## config.mk

```make
export PLATFORM = sky130hd
export DESIGN_NAME = control_multiciclo_flat
export DESIGN_NICKNAME = d
export VERILOG_FILES = /design/src/rtl/control_multiciclo_pkg.sv /design/src/rtl/control_multiciclo_if.sv /design/src/rtl/control_multiciclo_opcode_decoder.sv /design/src/rtl/control_multiciclo.sv /design/src/flat_wrapper.sv
export SDC_FILE = /design/constraint.sdc
export NUM_CORES = 1
export LEC_CHECK = 0
export ABC_AREA = 1
export CAP_MARGIN = 0
export CORE_MARGIN = 4
export CORE_UTILIZATION = 34
export DETAILED_ROUTE_END_ITERATION = 7
export DONT_BUFFER_PORTS = 1
export PLACE_DENSITY = 0.59
export SYNTH_ARGS = -nofsm -noshare
export SYNTH_HDL_FRONTEND = slang
export SYNTH_SLANG_ARGS = --single-unit
```

## constraint.sdc

```tcl
create_clock -name clk -period 2.7 [get_ports clk]
set_input_delay 0.27 -clock clk [delete_from_list [all_inputs] [get_ports clk]]
set_output_delay 0.27 -clock clk [all_outputs]
set_load 0.005 [all_outputs]
```

## src/rtl/control_multiciclo_pkg.sv

```systemverilog
// rtl/control_multiciclo_pkg.sv - shared encodings for the multicycle control unit
package control_pkg;

   typedef enum logic [2:0] {
      ST_FETCH, ST_DECODE, ST_EXEC, ST_MEM, ST_WB, ST_BRANCH, ST_TRAP
   } state_t;

   typedef enum logic [2:0] {
      CLS_LOAD, CLS_STORE, CLS_RTYPE, CLS_IALU, CLS_BRANCH, CLS_LUI, CLS_ILLEGAL
   } op_class_t;

   // Same encoding is consumed by the immediate generator.
   typedef enum logic [2:0] {IMM_I = 3'd0, IMM_S = 3'd1, IMM_B = 3'd2, IMM_U = 3'd3, IMM_J = 3'd4} imm_sel_t;
   typedef enum logic [1:0] {ALU_ADD = 2'b00, ALU_SUB = 2'b01, ALU_FUNCT = 2'b10} alu_op_t;
   typedef enum logic [1:0] {TRAP_NONE = 2'b00, TRAP_ILLEGAL = 2'b01, TRAP_TIMEOUT = 2'b10} trap_code_t;

   localparam logic [6:0] OPC_LOAD   = 7'b0000011;
   localparam logic [6:0] OPC_STORE  = 7'b0100011;
   localparam logic [6:0] OPC_RTYPE  = 7'b0110011;
   localparam logic [6:0] OPC_IALU   = 7'b0010011;
   localparam logic [6:0] OPC_BRANCH = 7'b1100011;
   localparam logic [6:0] OPC_LUI    = 7'b0110111;

   function automatic imm_sel_t imm_sel_of(input op_class_t c);
      case (c)
         CLS_STORE:  return IMM_S;
         CLS_BRANCH: return IMM_B;
         CLS_LUI:    return IMM_U;
         default:    return IMM_I;
      endcase
   endfunction

endpackage

```

## src/rtl/control_multiciclo_if.sv

```systemverilog
// rtl/control_multiciclo_if.sv - datapath/memory control bundle between controller and datapath
interface control_multiciclo_if;
   import control_pkg::*;

   logic [31:0] instr;
   logic        zero;
   logic        mem_ready;
   logic        mem_req;
   logic        mem_we;
   logic        ir_write;
   logic        pc_write;
   imm_sel_t    imm_sel;
   logic        alu_src;
   alu_op_t     alu_op;
   logic        reg_write;
   logic        mem_to_reg;
   logic        illegal_op;
   trap_code_t  trap_code;

   modport master (
      output instr, zero, mem_ready,
      input  mem_req, mem_we, ir_write, pc_write, imm_sel, alu_src, alu_op,
             reg_write, mem_to_reg, illegal_op, trap_code
   );

   modport slave (
      input  instr, zero, mem_ready,
      output mem_req, mem_we, ir_write, pc_write, imm_sel, alu_src, alu_op,
             reg_write, mem_to_reg, illegal_op, trap_code
   );

endinterface

```

## src/rtl/control_multiciclo_opcode_decoder.sv

```systemverilog
// rtl/control_multiciclo_opcode_decoder.sv - opcode classification and immediate format
module opcode_decoder
   import control_pkg::*;
(
   input  logic [6:0] i_opcode,
   output op_class_t  o_class,
   output imm_sel_t   o_imm_sel
);

   always_comb begin
      case (i_opcode)
         OPC_LOAD:   o_class = CLS_LOAD;
         OPC_STORE:  o_class = CLS_STORE;
         OPC_RTYPE:  o_class = CLS_RTYPE;
         OPC_IALU:   o_class = CLS_IALU;
         OPC_BRANCH: o_class = CLS_BRANCH;
         OPC_LUI:    o_class = CLS_LUI;
         default:    o_class = CLS_ILLEGAL;
      endcase
   end

   assign o_imm_sel = imm_sel_of(o_class);

endmodule

```

## src/rtl/control_multiciclo.sv

```systemverilog
// rtl/control_multiciclo.sv - multicycle RISC-V style control FSM with memory timeout trap
module control_multiciclo
   import control_pkg::*;
#(
   parameter int MEM_TIMEOUT = 15
)(
   input  logic                 clk,
   input  logic                 reset,
   control_multiciclo_if.slave  bus
);

   localparam int WW = $clog2(MEM_TIMEOUT + 1);

   state_t     r_state;
   logic [WW-1:0] r_wait;
   logic       r_illegal_op;
   trap_code_t r_trap_code;

   op_class_t  w_class;
   imm_sel_t   w_imm_sel;
   logic       w_timeout;
   logic       w_unused;

   opcode_decoder u_opcode_decoder (
      .i_opcode  (bus.instr[6:0]),
      .o_class   (w_class),
      .o_imm_sel (w_imm_sel)
   );

   // A ready strobe on the last allowed cycle wins over the timeout.
   assign w_timeout = !bus.mem_ready && (r_wait == WW'(MEM_TIMEOUT - 1));
   assign w_unused  = ^bus.instr[31:12];

   always_ff @(posedge clk) begin
      if (reset) begin
         r_state      <= ST_FETCH;
         r_wait       <= '0;
         r_illegal_op <= 1'b0;
         r_trap_code  <= TRAP_NONE;
      end else begin
         r_wait <= '0;
         case (r_state)
            ST_FETCH, ST_MEM: begin
               if (bus.mem_ready) begin
                  if (r_state == ST_FETCH)      r_state <= ST_DECODE;
                  else if (w_class == CLS_LOAD) r_state <= ST_WB;
                  else                          r_state <= ST_FETCH;
               end else if (w_timeout) begin
                  r_state      <= ST_TRAP;
                  r_illegal_op <= 1'b1;
                  r_trap_code  <= TRAP_TIMEOUT;
               end else begin
                  r_wait <= r_wait + 1'b1;
               end
            end
            ST_DECODE: begin
               if (w_class == CLS_ILLEGAL) begin
                  r_state      <= ST_TRAP;
                  r_illegal_op <= 1'b1;
                  r_trap_code  <= TRAP_ILLEGAL;
               end else begin
                  r_state <= ST_EXEC;
               end
            end
            ST_EXEC: begin
               case (w_class)
                  CLS_LOAD, CLS_STORE: r_state <= ST_MEM;
                  CLS_BRANCH:          r_state <= ST_BRANCH;
                  default:             r_state <= ST_WB;
               endcase
            end
            ST_WB, ST_BRANCH: r_state <= ST_FETCH;
            default:          r_state <= ST_TRAP;
         endcase
      end
   end

   always_comb begin
      bus.mem_req    = 1'b0;
      bus.mem_we     = 1'b0;
      bus.ir_write   = 1'b0;
      bus.pc_write   = 1'b0;
      bus.imm_sel    = IMM_I;
      bus.alu_src    = 1'b0;
      bus.alu_op     = ALU_ADD;
      bus.reg_write  = 1'b0;
      bus.mem_to_reg = 1'b0;
      bus.illegal_op = 1'b0;
      bus.trap_code  = TRAP_NONE;
      if (!reset) begin
         case (r_state)
            ST_FETCH: begin
               bus.mem_req  = 1'b1;
               bus.ir_write = bus.mem_ready;
               bus.pc_write = bus.mem_ready;
            end
            ST_DECODE: bus.imm_sel = w_imm_sel;
            ST_EXEC: begin
               bus.imm_sel = w_imm_sel;
               case (w_class)
                  CLS_RTYPE: bus.alu_op = ALU_FUNCT;
                  CLS_IALU: begin
                     bus.alu_src = 1'b1;
                     bus.alu_op  = ALU_FUNCT;
                  end
                  CLS_LOAD, CLS_STORE, CLS_LUI: bus.alu_src = 1'b1;
                  CLS_BRANCH: bus.alu_op = ALU_SUB;
                  default: ;
               endcase
            end
            ST_MEM: begin
               bus.mem_req = 1'b1;
               bus.mem_we  = (w_class == CLS_STORE);
            end
            ST_WB: begin
               bus.reg_write  = |bus.instr[11:7];
               bus.mem_to_reg = (w_class == CLS_LOAD);
            end
            ST_BRANCH: begin
               bus.pc_write = bus.zero;
               bus.imm_sel  = IMM_B;
            end
            ST_TRAP: begin
               bus.illegal_op = r_illegal_op;
               bus.trap_code  = r_trap_code;
            end
            default: ;
         endcase
      end
   end

endmodule

```

## src/flat_wrapper.sv

```systemverilog
// flat-port wrapper written by rule: the top's interface ports become plain ports
module control_multiciclo_flat import control_pkg::*;
#(
   parameter int MEM_TIMEOUT = 15
)
  (clk, reset, bus_instr, bus_zero, bus_mem_ready, bus_mem_req, bus_mem_we, bus_ir_write, bus_pc_write, bus_imm_sel, bus_alu_src, bus_alu_op, bus_reg_write, bus_mem_to_reg, bus_illegal_op, bus_trap_code);
  control_multiciclo_if bus_i ();
  input  logic clk;
  input  logic reset;
  input wire logic [$bits(bus_i.instr)-1:0] bus_instr;
  input wire logic [$bits(bus_i.zero)-1:0] bus_zero;
  input wire logic [$bits(bus_i.mem_ready)-1:0] bus_mem_ready;
  output wire logic [$bits(bus_i.mem_req)-1:0] bus_mem_req;
  output wire logic [$bits(bus_i.mem_we)-1:0] bus_mem_we;
  output wire logic [$bits(bus_i.ir_write)-1:0] bus_ir_write;
  output wire logic [$bits(bus_i.pc_write)-1:0] bus_pc_write;
  output wire logic [$bits(bus_i.imm_sel)-1:0] bus_imm_sel;
  output wire logic [$bits(bus_i.alu_src)-1:0] bus_alu_src;
  output wire logic [$bits(bus_i.alu_op)-1:0] bus_alu_op;
  output wire logic [$bits(bus_i.reg_write)-1:0] bus_reg_write;
  output wire logic [$bits(bus_i.mem_to_reg)-1:0] bus_mem_to_reg;
  output wire logic [$bits(bus_i.illegal_op)-1:0] bus_illegal_op;
  output wire logic [$bits(bus_i.trap_code)-1:0] bus_trap_code;
  assign bus_i.instr = bus_instr;
  assign bus_i.zero = bus_zero;
  assign bus_i.mem_ready = bus_mem_ready;
  assign bus_mem_req = bus_i.mem_req;
  assign bus_mem_we = bus_i.mem_we;
  assign bus_ir_write = bus_i.ir_write;
  assign bus_pc_write = bus_i.pc_write;
  assign bus_imm_sel = bus_i.imm_sel;
  assign bus_alu_src = bus_i.alu_src;
  assign bus_alu_op = bus_i.alu_op;
  assign bus_reg_write = bus_i.reg_write;
  assign bus_mem_to_reg = bus_i.mem_to_reg;
  assign bus_illegal_op = bus_i.illegal_op;
  assign bus_trap_code = bus_i.trap_code;
  control_multiciclo #(.MEM_TIMEOUT(MEM_TIMEOUT)) u_core (.clk(clk), .reset(reset), .bus(bus_i));
endmodule
```

After elaboration in Yosys (flattened, before gate mapping)
Index checks and enable logic that the tools add are counted.
Widths: inputs -> output; s select.
{ "word_totals": {"register_bits": 10, "input_bits": 36, "output_inout_bits": 15, "wordCells": 84} }
{ "op_classes": {"n_addsub": 1, "eq_ne": 23, "n_mux": 41, "bitwise": 1, "n_reduce_logical": 14} }
{ "ops": {"columns": ["op", "n"], "rows": [
  ["$eq 7x6->1 const B", 3],
  ["$mux 1", 19],
  ["$eq 3x3->1 const B", 6],
  ["$mux 3", 6],
  ["$pmux 3 s6", 1],
  ["$mux 2", 7],
  ["$eq 3x2->1 const B", 4],
  ["$pmux 2 s2", 3],
  ["$pmux 3 s4", 1],
  ["$reduce_or 2->1", 5],
  ["$reduce_or 4->1", 2],
  ["$eq 7x2->1 const B", 1],
  ["$eq 7x5->1 const B", 1],
  ["$eq 7x7->1 const B", 1],
  ["$eq 3x1->1 const B", 2],
  ["$logic_not 3->1", 2],
  ["$pmux 2 s3", 1],
  ["$pmux 3 s2", 1],
  ["$reduce_or 5->1", 1],
  ["$add 4x1->4 const B", 1],
  ["$eq 4x4->1 const B", 1],
  ["$ne 2x1->1 const B", 2],
  ["$pmux 1 s2", 2],
  ["$reduce_and 4->1", 1],
  ["6 further kinds", 6]
]} }

Longest topological paths before layout
Gate-level depths: netlist (run 1).
{ "logic_depth": {"word_depth": 7, "ltp_mapped": 8, "mapped_depth_nobuf": 8} }

Modules after synthesis
From an unflattened synthesis (run 1), not the netlist that was laid out.
{ "unflattened": {"cells_unflattened": 149, "area_unflattened_um2": 860.8} }
{ "modules_own_cells": {"columns": ["module", "instances", "cells_per_inst", "area_per_inst_um2", "seq_area_each_um2"], "rows": [
  ["control_multiciclo", 1, 119, 716.9, 200.2],
  ["opcode_decoder", 1, 30, 143.9, 0.0]
]} }

Least setup slack after synthesis (run 1)
OpenSTA, ideal clock, no wires.
{ "synth_timing": {"path_type": "register -> output", "startpoint": "register u_core.r_state[1]", "endpoint": "output bus_imm_sel[1]", "arrival_ns": 0.979, "required_time_ns": 2.430, "slack_ns": 1.451, "stages_incl_launch_ff": 6, "path_buffers": 0, "cell_sequence": "dfxtp_1 > inv_2 > nor3_4 > or2_1 > a21oi_1 > nor2_1"} }
{ "synth_between": {"elab_chain_len": 4} }
{ "synth_lines": {"columns": ["item", "line", "text"], "rows": [
  ["start, declared", "control_multiciclo.sv:14", "state_t r_state;"],
  ["start signal, assigned", "control_multiciclo.sv:36", "r_state <= ST_FETCH;"],
  ["start signal, assigned", "control_multiciclo.sv:45", "if (r_state == ST_FETCH) r_state <= ST_DECODE;"],
  ["start signal, assigned", "control_multiciclo.sv:46", "else if (w_class == CLS_LOAD) r_state <= ST_WB;"],
  ["$eq 3x1->1 or $eq 3x2->1 (tied branches)", "control_multiciclo.sv:91", "case (r_state)"],
  ["$reduce_or 2->1 (no line)", null, null],
  ["$pmux 2 s2 *", "control_multiciclo.sv:91", null],
  ["$mux 3 *", "control_multiciclo.sv:90", "if (!reset) begin"],
  ["end, declared", "flat_wrapper.sv:17", "output wire logic [$bits(bus_i.imm_sel)-1:0] bus_imm_sel;"]
]} }
Every way passes the cells marked *; elsewhere a longest branch is shown, timed or not.

Final worst setup path (run 1)
{ "layout_timing": {"startpoint": "register u_core.r_state[1]", "endpoint": "output bus_imm_sel[0]"} }
The elaborated chain is that of the path after synthesis.

==> qor.yml, run 1 <==
clock_tree:
  htreeDepth: 1
  cts_tree: "yes"
  postCtsHoldBufs: 0
  clk_pin_slew_worst_paths_ns: 0.07
  cts_buffer_depth: 2
  clk_latency_ns: 0.26
  post_cts_resize_count: 0
  root_buffer: "clkbuf_4"
  cts_buffers: 3
  clock-sinks: 10
  cts_setup_buffers: 0
power_and_ir_drop:
  power_density_nw_per_um2: 577
  leakage_nw: 0.390
  ir_drop_uv: 322
yosys:
  ys.flop_type: "dfxtp_1"
  syn_nets: 168
  synthXorXnorAreaFrac: 0.0216
  synthTopCellsByCount: "nand2_1, nor2_1, inv_1"
  synthSimpleGateAreaFrac: 0.495
  yosysMostFrequentCell: "nand2_1"
  syn_area_um2: 812
  yosys.area.top_type_share: 0.247
  syn_area_per_cell_um2: 6.25
  yosys.area_share.adder: 0.0308
  yosysUniqueCellTypes: 30
  ys_seq_area_frac: 0.247
  synthCells: 130
  ys_warn_count: 0
  synth_top_family_by_area: "simple AND/OR/NAND/NOR gates"
  synth_compound_area_frac: 0.100
  synth.area.mux_share: 0
  synthArstFlopShare: 0
  yosys_register_bits: 10
  synth_area_leader_cell: "dfxtp_1"
  ys_top_cells_by_area: "dfxtp_1, nand2_1, nor2_1"
  synth_edf_count: 0
critical_path:
  crit_end: "bus_imm_sel[0]"
  critPathMaxFanout: 7
  arrival_ns: 1.47
  regToRegSetupSlack_ns: 1.45
  crit-reg2reg-capture: "u_core.r_state[1]"
  r2r_start: "u_core.r_state[1]"
  worstSetupPathType: "reg -> out"
  end_kind: "output port"
  start_kind: "flip-flop"
  setup.worst_path.start: "u_core.r_state[1]"
  worstPathRequired_ns: 2.43
  rr_worst_depth: 7
floorplan:
  die_h_um: 56.9
  initial_core_util: 0.364
  die_area_um2: 3230
  row_count: 17
  die_x_um: 56.9
  io_pins: 51
  design.core.area_um2: 2230
timing:
  fmax_mhz: 576
  finalClockSkew_ns: 0.00265
  fin_crit_sh: 0.643
  drv_slew: 0
  post-route-min-period_ns: 1.74
  fin_ws_ns: 0.965
  hold_slack_ns: 0.0649
  hold_viol: 0
  setup_viol: 0
  rsz0062_at_grt: "false"
  tns_ns: 0
detailed_routing:
  drc_errors: 0
  wl_per_cell_um: 11.6
  routed_via_density: 5.11
  vias: 817
  drt_iter0_drc: 8
  dr.pass1.iters: 4
  ant_nets: 0
  wirelength_um: 1850
placement:
  post-place-ws_ns: 1.28
  numPortBuffers: 0
  dp_hpwl_um: 1540
  gp_congestion: 0.859
cells_and_area:
  layout-drive-gt1-share: 0.182
  area_growth_pct: 7.40
  antenna_cells: 0
  fin_nets: 171
  fin_util: 0.390
grt:
  overflow: 0
  grt_pass1_vias: 707
  grt_max_degree: 13
  grt_usage: 0.116
  grt_pass1_wl_um: 3040
  antenna_found_initial: 0
run_status:
  outcome: "finished, final reports clean"
flow_run:
  drv_cap: 0
min_path:
  worst_hold_path_type: "in -> reg"
==> logic make-up (layout without fill, tap and decap cells) <==
group | Yosys count | in the layout
AOI/OAI and AO/OA | 14 | 14
xor gates and xnor gates | 2 | 2
adders and majority gates | 2 | 2
buffers and inverters | 21 | 23
DFF | 10 | 10
other | 1 | 1
and+or+nand+nor | 80 | 80
==> where the power goes <==
part	switching [mW]	internal (mW)	total [mW]
clock network	0.0526	0.0819	0.134
registers	0.0273	0.167	0.195
logic	0.116	0.0581	0.174
==> worst max-delay path: stages (launching register included) <==
cell,delay [ns]
dfxtp_1,0.49
inv_2,0.07
nor3_4,0.22
or2_1,0.18
nand2_1,0.07
nor2_1,0.17
==> stage by stage <==
| stage | instance area [um^2] | cells | power [mW] |
|---|---|---|---|
| 3_3_place_gp | 836 | 156 | 0.367 |
| 4_1_cts | 872 | 160 | 0.505 |
| 2_1_floorplan | 812 | 130 | 0.342 |
| 5_1_grt | 872 | 160 | 0.542 |
| 6_report | 872 | 160 | 0.503 |
| 3_5_place_dp | 836 | 156 | 0.372 |
==> area by class of cell <==
class                   count  area, um^2
clock buffers               4        36.3
fillers                   242        1360
inverters                  19        71.3
multi-input cells          99         529
flip-flops and latches     10         200
well taps                  28        35.0
==> worst min-delay path by stage <==
stage	from	cells past startpoint	slack [ns]	to
after CTS	reset	1	0.07	u_core.r_illegal_op
after floorplan	u_core.r_trap_code[1]	2	0.43	u_core.r_trap_code[1]
after detailed placement	reset	1	0.35	u_core.r_illegal_op
after global routing	reset	1	0.05	u_core.r_illegal_op
after global placement	reset	1	0.34	u_core.r_illegal_op
final	reset	1	0.06	u_core.r_illegal_op
==> cell usage in the layout, fill, tap and decap left out, drive strengths merged <==
master  instances
clkbuf          4
nand3b          1
or2             1
o21bai          1
a21o            1
nand3          12
nor2           22
o21ai           3
nand2          33
nor3            8
a31oi           2
xnor2           1
inv            19
ha              2
conb            1
xor2            1
dfxtp          10
nand4           3
a21oi           7
==> state kept, by name, summed over array words and instances (netlist names) <==
name,flops
u_core.r_state,3
u_core.r_illegal_op,1
u_core.r_trap_code,2
u_core.r_wait,4
==> routing by layer <==
layer  track usage  part of all wire  up-vias
li1              -                 -      419
met1         0.132              0.41      366
met2         0.198              0.48       32
met3        0.0644              0.11        0
met4       0.00993                 0        0
met5             0                 0        -
(Power assumes the default switching activity.)
==> run 2, diff against run 1 <==
PLACE_DENSITY = 0.61   (was 0.59)
clock period = 1.5 ns   (was 2.7 ns; I/O delays follow)
==> qor.yml, run 2 (synthesized netlist as in run 1, its figures left out) <==
timing:
  rsz0062_at_grt: "true"  # was false
  drv_slew: 0  # unchanged
  finalClockSkew_ns: 0.00389  # was 0.00265 ns
  fin_crit_sh: 0.983
  setup_viol: 0  # unchanged
  post-route-min-period_ns: 1.47
  hold_viol: 0  # unchanged
  fmax_mhz: 678
floorplan:
  die_h_um: 56.9  # unchanged
  die_area_um2: 3230  # unchanged
  die_x_um: 56.9  # unchanged
  io_pins: 51  # unchanged
  design.core.area_um2: 2230  # unchanged
  initial_core_util: 0.364  # unchanged
  row_count: 17  # unchanged
detailed_routing:
  wirelength_um: 1880  # was 1850 um
  drc_errors: 0  # unchanged
  ant_nets: 0  # unchanged
  drt_iter0_drc: 31  # was 8
  dr.pass1.iters: 4  # unchanged
  wl_per_cell_um: 11.8  # was 11.6 um
  routed_via_density: 5.01  # was 5.11
  vias: 801  # was 817
placement:
  dp_hpwl_um: 1540  # about the same
  numPortBuffers: 0  # unchanged
  placed_cell_area_um2: 836  # unchanged
  place_inst: 156  # unchanged
  gp_congestion: 0.889  # was 0.859
critical_path:
  arrival_ns: 1.32  # was 1.47 ns
  end_kind: "output port"  # unchanged
  setup.worst_path.start: "u_core.r_state[1]"  # unchanged
  regToRegSetupSlack_ns: 0.24  # was 1.45 ns
  r2r_start: "u_core.r_wait[0]"  # was u_core.r_state[1]
  worstPathRequired_ns: 1.35  # was 2.43 ns
  cp_slowest_stage_delay_ns: 0.40  # was 0.49 ns
  crit_slowest_cell: "dfxtp_4"  # was dfxtp_1
  start_kind: "flip-flop"  # unchanged
  worstSetupPathType: "reg -> out"  # unchanged
  crit_chain: "inv_4, nor3_4, or2_1, a21oi_1, nor2_1"  # was inv_2, nor3_4, or2_1, nand2_1, nor2_1
  critPathMaxFanout: 7  # unchanged
grt:
  grt_usage: 0.124  # was 0.116
  overflow: 0  # unchanged
  grt_pass1_vias: 760  # was 707
  antenna_found_initial: 0  # unchanged
  grt_max_degree: 11  # was 13
  grt_pass1_wl_um: 3260  # was 3040 um
clock_tree:
  htreeDepth: 1  # unchanged
  clk_latency_ns: 0.26  # about the same
  clk_pin_slew_worst_paths_ns: 0.06  # was 0.07 ns
  cts_buffers: 3  # unchanged
  cts_setup_buffers: 0  # unchanged
  cts_tree: "yes"  # unchanged
  clock-sinks: 10  # unchanged
  cts_buffer_depth: 2  # unchanged
  root_buffer: "clkbuf_4"  # unchanged
power_and_ir_drop:
  leakage_nw: 0.390  # about the same
  ir_drop_uv: 566  # was 322 uV
  power_density_nw_per_um2: 954  # was 577 nW/um^2
cells_and_area:
  final_cells: 160  # unchanged
  fin_nets: 172  # was 171
  largest_reg_flops: 4  # unchanged
  antenna_cells: 0  # unchanged
  top_register: "u_core.r_wait"  # unchanged
  largestRegisters: "u_core.r_wait (4), u_core.r_state (3), u_core.r_trap_code (2)"  # unchanged
  final_cell_mix: "nand2_1, nor2_1, inv_1, nand3_1"  # was nand2_1, nor2_1, inv_1, nand3_1, dfxtp_1
  final_area_um2: 896  # was 872 um^2
  area_growth_pct: 10.3  # was 7.40%
  final_common_cell: "nand2_1"  # unchanged
  layout-drive-gt1-share: 0.227  # was 0.182
flow_run:
  drv_cap: 0  # unchanged
run_status:
  outcome: "finished, final reports clean"  # unchanged
min_path:
  worst_hold_path_type: "in -> reg"  # unchanged
  holdCritStartpoint: "reset"  # unchanged
run 2: worst paths after layout:
check	endpoint	depth (start not counted)
hold / removal	u_core.r_state[1]	3
hold reg to reg	u_core.r_trap_code[1]	2
setup / recovery	bus_imm_sel[1]	5
setup reg to reg	u_core.r_state[1]	7
run 2: worst max-delay path, delay by kind of cell, from the launching register on:
family | cells | cell delay (ns)
AND/OR/NAND/NOR | 3 | 0.55
buffers and inverters | 1 | 0.04
flip-flops | 1 | 0.40
AO/OA/AOI/OAI | 1 | 0.07
run 2: cell type report:
class                           instances  area (um^2)
Inverter                               19         73.8
Tap cell                               28         35.0
Timing Repair Buffer                    1         10.0
Sequential cell                        10          206
Multi-Input combinational cell         99          548
Clock buffer                            3         22.5
Fill cell                             236         1340
run 2: metal layers:
layer,global-route usage,part of all wire,vias up
li1,-,-,423
met1,0.152,0.44,355
met4,0.0232,0,0
met5,0,0,-
met3,0.0552,0.077,0
met2,0.200,0.48,23
run 2: where the power goes:
part / internal [mW] / switching (mW)
clock: 0.0921 / 0.0811
combinational: 0.110 / 0.212
sequential: 0.308 / 0.0524
run 2: repair_timing:
item / in CTS / in global routing
hold buffers: 1 / 0
gates resized for setup: 2 / 7
endpoints found under the setup margin: 5 / 7
pin swaps: 0 / 3
endpoints found under the hold margin: 3 / 0
run 2: stage by stage:
stage | hold WS [ns] | utilization | power, mW | setup slack [ns] | setup TNS [ns]
global route | 0.0798 | 0.401 | 0.932 | -0.0806 | -0.321
floorplan | 0.322 | - | 0.616 | 0.350 | 0
finish | 0.0650 | 0.401 | 0.855 | 0.0258 | 0
detailed placement | 0.226 | 0.374 | 0.664 | 0.216 | 0
CTS | 0.0568 | 0.390 | 0.849 | 0.0147 | 0
global placement | 0.221 | 0.374 | 0.659 | 0.234 | 0
==> RTL edit 1 (flow settings as in run 1) <==
`MEM_TIMEOUT` is set to 15 in 2 places; all go to 30.
--- a/src/rtl/control_multiciclo.sv
+++ b/src/rtl/control_multiciclo.sv
@@ -4,3 +4,3 @@
 #(
-   parameter int MEM_TIMEOUT = 15
+   parameter int MEM_TIMEOUT = 30
 )(
--- a/src/flat_wrapper.sv
+++ b/src/flat_wrapper.sv
@@ -3,3 +3,3 @@
 #(
-   parameter int MEM_TIMEOUT = 15
+   parameter int MEM_TIMEOUT = 30
 )
Function: no difference found for any inputs over 10 cycles, from zero or initial values and one cycle with reset high; that may be too few to reach the edited logic, so the function may still have changed.
==> RTL edit 1 against run 1 <==
Sequential share of layout area rose by 1.8 points; synthesized area is 3.5% higher; critical path depth decreased by 1; power decreased by 3.6%; combinational power decreased by 5%; highest routed layer is now met4; wire length fell by 1.7%; sequential cell count rose by 1; design area rose by 2.2%; setup slack improved by 0.011 ns.
==> RTL edit 1: results (changes against run 1) <==
| Metric | Value |
|---|---|
| Post-synthesis sequential area ratio | 0.262 (+0.0154) |
| Via count of the first global-routing pass | 708 (+0.14%) |
| Maximum vdd drop | 0.000391 V (+22%) |
| CP Max Fanout | 6 (-1) |
| Post-Synth XOR/XNOR Area | 0.0417 (+0.0201) |
| Syn_nets | 173 (+3.0%) |
| R2R Setup Slk | 1.35 ns (-0.10 ns) |
| Gate Count Post-Synth | 135 (+3.8%) |
| Leakage power | 0.000427 uW (+9.4%) |
| Synth cell types | 28 (-6.7%) |
| Post-CTS sizing | 0 (unchanged) |
| Largest net degree at the start of global routing | 15 (+2) |
| Fin area | 891 um2 (+2.2%) |
| Outcome | complete, no violations |
| Final-stage net count | 176 (+2.9%) |
| Worst Skew | 0.00379 ns (+0.00114 ns) |
| Post-detail-place hpwl | 1500 um (-2.6%) |
| Routability Congestion | 0.786 (-8.6%) |
| Total GRT Usage | 0.113 (-0.00273) |
| Final setup TNS | 0 ns (unchanged) |
| DRT iter0 DRCs | 16 (+8) |
| Fill count | 255 (+5.4%) |
| Synth top area cells | dfxtp_1, nand2_1, inv_1 |
| Max incr delay on CP | 0.44 ns (-0.05 ns) |
| CP arrival | 1.45 ns (-0.02 ns) |
| Vias | 804 (-1.6%) |
| Global-route wire length before repair | 3040 um (+0.20%) |
| Adder-Cell Fraction of Synth Area | 0.0298 (-0.00105) |
| Minimum hold slack | 0.0625 ns (-0.00236 ns) |
| WL/cell | 11.0 um (-4.7%) |
| Worst Reg-to-Reg Cells | 8 (+1) |
[RTL edit 1: cell types whose count changed in the layout (fill, tap and decap cells not counted), moves of 2 or more]
cell     before  now
a31oi_1       2    0
inv_2         5    3
nand4_1       3    1
nand2_1      30   28
nor2_2        5    3
o21ai_0       1    3
nand3_1      10    5
nor2_1       16   21
nand3_2       2    4
inv_1        14   22
[RTL edit 1: path summary, 6_finish.rpt]
| path | start | to |
|---|---|---|
| worst max register to register | u_core.r_wait[0] | u_core.r_trap_code[0] |
| worst max-delay path | u_core.r_state[1] | bus_alu_op[0] |
| worst min register to register | u_core.r_illegal_op | u_core.r_illegal_op |
| worst min-delay path | reset | u_core.r_illegal_op |
[RTL edit 1: final cells by class]
class	count	area share
clock buffer	4	0.0295
inverter	25	0.105
multi-input combinational	97	0.579
sequential	11	0.247
tap	28	0.0393
[RTL edit 1: per-layer routing]
metal,global-route usage,part of all wire,up-vias
li1,-,-,428
met1,0.144,0.46,351
met2,0.184,0.47,23
met3,0.0379,0.064,2
met4,0.0298,0.0039,0
met5,0,0,-
[RTL edit 1: critical path, delay by kind of cell, from the launching register on]
family	cells	cell delay (ns)
buffers and inverters	1	0.20
flip-flops	1	0.44
AND/OR/NAND/NOR	3	0.54
[RTL edit 1: metrics by stage]
step | worst slack [ns] | total power (uW)
2_1_floorplan | 1.41 | 350
3_3_place_gp | 1.24 | 374
3_5_place_dp | 1.22 | 377
4_1_cts | 0.967 | 494
5_1_grt | 0.809 | 532
6_report | 0.976 | 485
[RTL edit 1: power breakdown]
part | switching (uW) | internal (uW) | leakage (uW) | total, uW
Combinational | 110 | 56.4 | 0.000322 | 166
Sequential | 20.3 | 186 | 0.0000898 | 206
Clock | 55.1 | 57.2 | 0.0000150 | 112
[RTL edit 1: kinds of logic (layout without fill, tap and decap cells)]
| family | count (synthesis) | after routing |
|---|---|---|
| xor+xnor | 4 | 4 |
| other cells | 1 | 1 |
| flops | 11 | 11 |
| buf+inv | 27 | 29 |
| simple gates | 73 | 73 |
| compound gates | 17 | 17 |
| fa+ha+maj | 2 | 2 |
==> RTL edit 2 (settings of run 1) <==
Without the edit above. The 7 states of `state_t` get a Gray code encoding in 3 bits.
--- a/src/rtl/control_multiciclo_pkg.sv
+++ b/src/rtl/control_multiciclo_pkg.sv
@@ -4,3 +4,3 @@
    typedef enum logic [2:0] {
-      ST_FETCH, ST_DECODE, ST_EXEC, ST_MEM, ST_WB, ST_BRANCH, ST_TRAP
+      ST_FETCH = 3'b000, ST_DECODE = 3'b001, ST_EXEC = 3'b011, ST_MEM = 3'b010, ST_WB = 3'b110, ST_BRANCH = 3'b111, ST_TRAP = 3'b101
    } state_t;
Behaviour: no difference found for any inputs over 10 cycles, from zero or initial values and one cycle with reset high; not proved beyond that.
==> RTL edit 2 against run 1 <==
Design area decreased by 6.0%; register-to-register slack got worse by 0.08 ns; synthesized area decreased by 3.5%; clock skew about the same; highest routed layer unchanged; hold slack improved by 0.0039 ns; wire length decreased by 8.8%; power decreased by 27%; utilization decreased by 2.0 points; sequential cell count unchanged; setup slack improved by 0.054 ns; largest cell class unchanged.
==> RTL edit 2: results (changes against run 1) <==
| Metric | Value |
|---|---|
| Most frequent cells after synthesis | nor2_1, nand2_1, inv_1, dfxtp_1, nand3_1 |
| CP arrival | 1.41 ns (-0.06 ns) |
| CP Max Fanout | 6 (-1) |
| Routability Congestion | 0.829 (-3.5%) |
| Yosys warnings | 0 (unchanged) |
| Via count of the first global-routing pass | 701 (-0.85%) |
| Max incr delay on CP | 0.44 ns (-0.05 ns) |
| Slowest CP cell | dfxtp_1 |
| Pre-Repair DR Iteration Count | 4 (unchanged) |
| Worst slack at placement | 1.29 ns (+0.0159 ns) |
| Top flop regs | u_core.r_wait x4, u_core.r_state x3, u_core.r_trap_code x2 |
| Insertion delay to the later sink of the worst-skew pair | 0.25 ns |
| Largest net degree at the start of global routing | 13 (unchanged) |
| Post-synthesis sequential area ratio | 0.256 (+0.00906) |
| Worst hold-check path type | in -> reg |
| Post-detail-place hpwl | 1410 um (-8.0%) |
| DRT iter0 DRCs | 10 (+2) |
| Synth cell types | 29 (-3.3%) |
| Post-CTS Setup Bufs | 0 (unchanged) |
| Syn_nets | 163 (-3.0%) |
| Outcome | complete, no violations |
| CTS max path bufs | 2 (unchanged) |
| Leakage power | 0.000362 uW (-7.1%) |
| Worst Skew | 0.00310 ns (+0.000454 ns) |
| Share of layout cells above drive strength 1 | 0.143 (-0.0390) |
| Fill count | 244 (+0.83%) |
| Maximum vdd drop | 0.000288 V (-10%) |
| Htree depth | 1 (unchanged) |
| Num CTS Buffers | 3 (unchanged) |
| Antenna violations before repair | 0 (unchanged) |
| WL/cell | 10.9 um (-5.2%) |
| Vias | 749 (-8.3%) |
| CTS Root Cell | clkbuf_4 |
| Final setup viols | 0 (unchanged) |
| Post-CTS sizing | 0 (unchanged) |
| Global-route wire length before repair | 2930 um (-3.4%) |
| Delay-heaviest family, CP | simple AND/OR/NAND/NOR gates |
| # diodes | 0 (unchanged) |
| Synth top area cells | dfxtp_1, nor2_1, nand2_1 |
| Clock slew seen by the registers of the worst setup and hold paths | approximately 0.060 ns |
| Post-synthesis async set-or-reset flop share | 0 (unchanged) |
| Final-stage net count | 166 (-2.9%) |
| IO buf count | 0 (unchanged) |
| Total GRT Usage | 0.111 (-0.00533) |
## RTL edit 2: cell type report
type                       instances  area share
multi-input combinational         94       0.598
sequential                        10       0.244
inverter                          19      0.0870
tap                               28      0.0427
clock buffer                       3      0.0275
## RTL edit 2: cells by family after synthesis
kind of cell,after synthesis,share of synthesized area
flops,10,0.256
compound gates,12,0.104
other cells,1,0.00479
simple gates,77,0.463
buf+inv,21,0.118
fa+ha+maj,2,0.0319
xor+xnor,2,0.0224
## RTL edit 2: metrics by stage
stage,area (um2),instances,power [uW]
after global placement,797,151,272
final,820,154,365
after CTS,820,154,370
after global routing,820,154,393
after detailed placement,797,151,273
after floorplan,783,125,261
## RTL edit 2: report_power, final
group / internal (uW) / leakage (uW) / switching, uW / total, uW
Clock: 51.1 / 0.0000138 / 44.0 / 95.1
Sequential: 161 / 0.0000820 / 13.6 / 175
Combinational: 33.3 / 0.000266 / 61.6 / 94.9
Total: 246 / 0.000362 / 119 / 365
## RTL edit 2: worst paths after layout
check,start,endpoint,slack [ns],cells past startpoint
max,u_core.r_state[0],bus_alu_op[0],1.02,4
min,reset,u_core.r_illegal_op,0.07,1
min reg2reg,u_core.r_trap_code[0],u_core.r_trap_code[0],0.46,2
max reg2reg,u_core.r_wait[0],u_core.r_trap_code[1],1.37,7
## RTL edit 2: layer usage
| layer | GRT usage | vias up | wire, um |
|---|---|---|---|
| met1 | 0.143 | 325 | 770 |
| li1 | - | 400 | - |
| met5 | 0 | - | 0 |
| met2 | 0.182 | 24 | 775 |
| met4 | 0.0102 | 0 | 0 |
| met3 | 0.0418 | 0 | 140 |
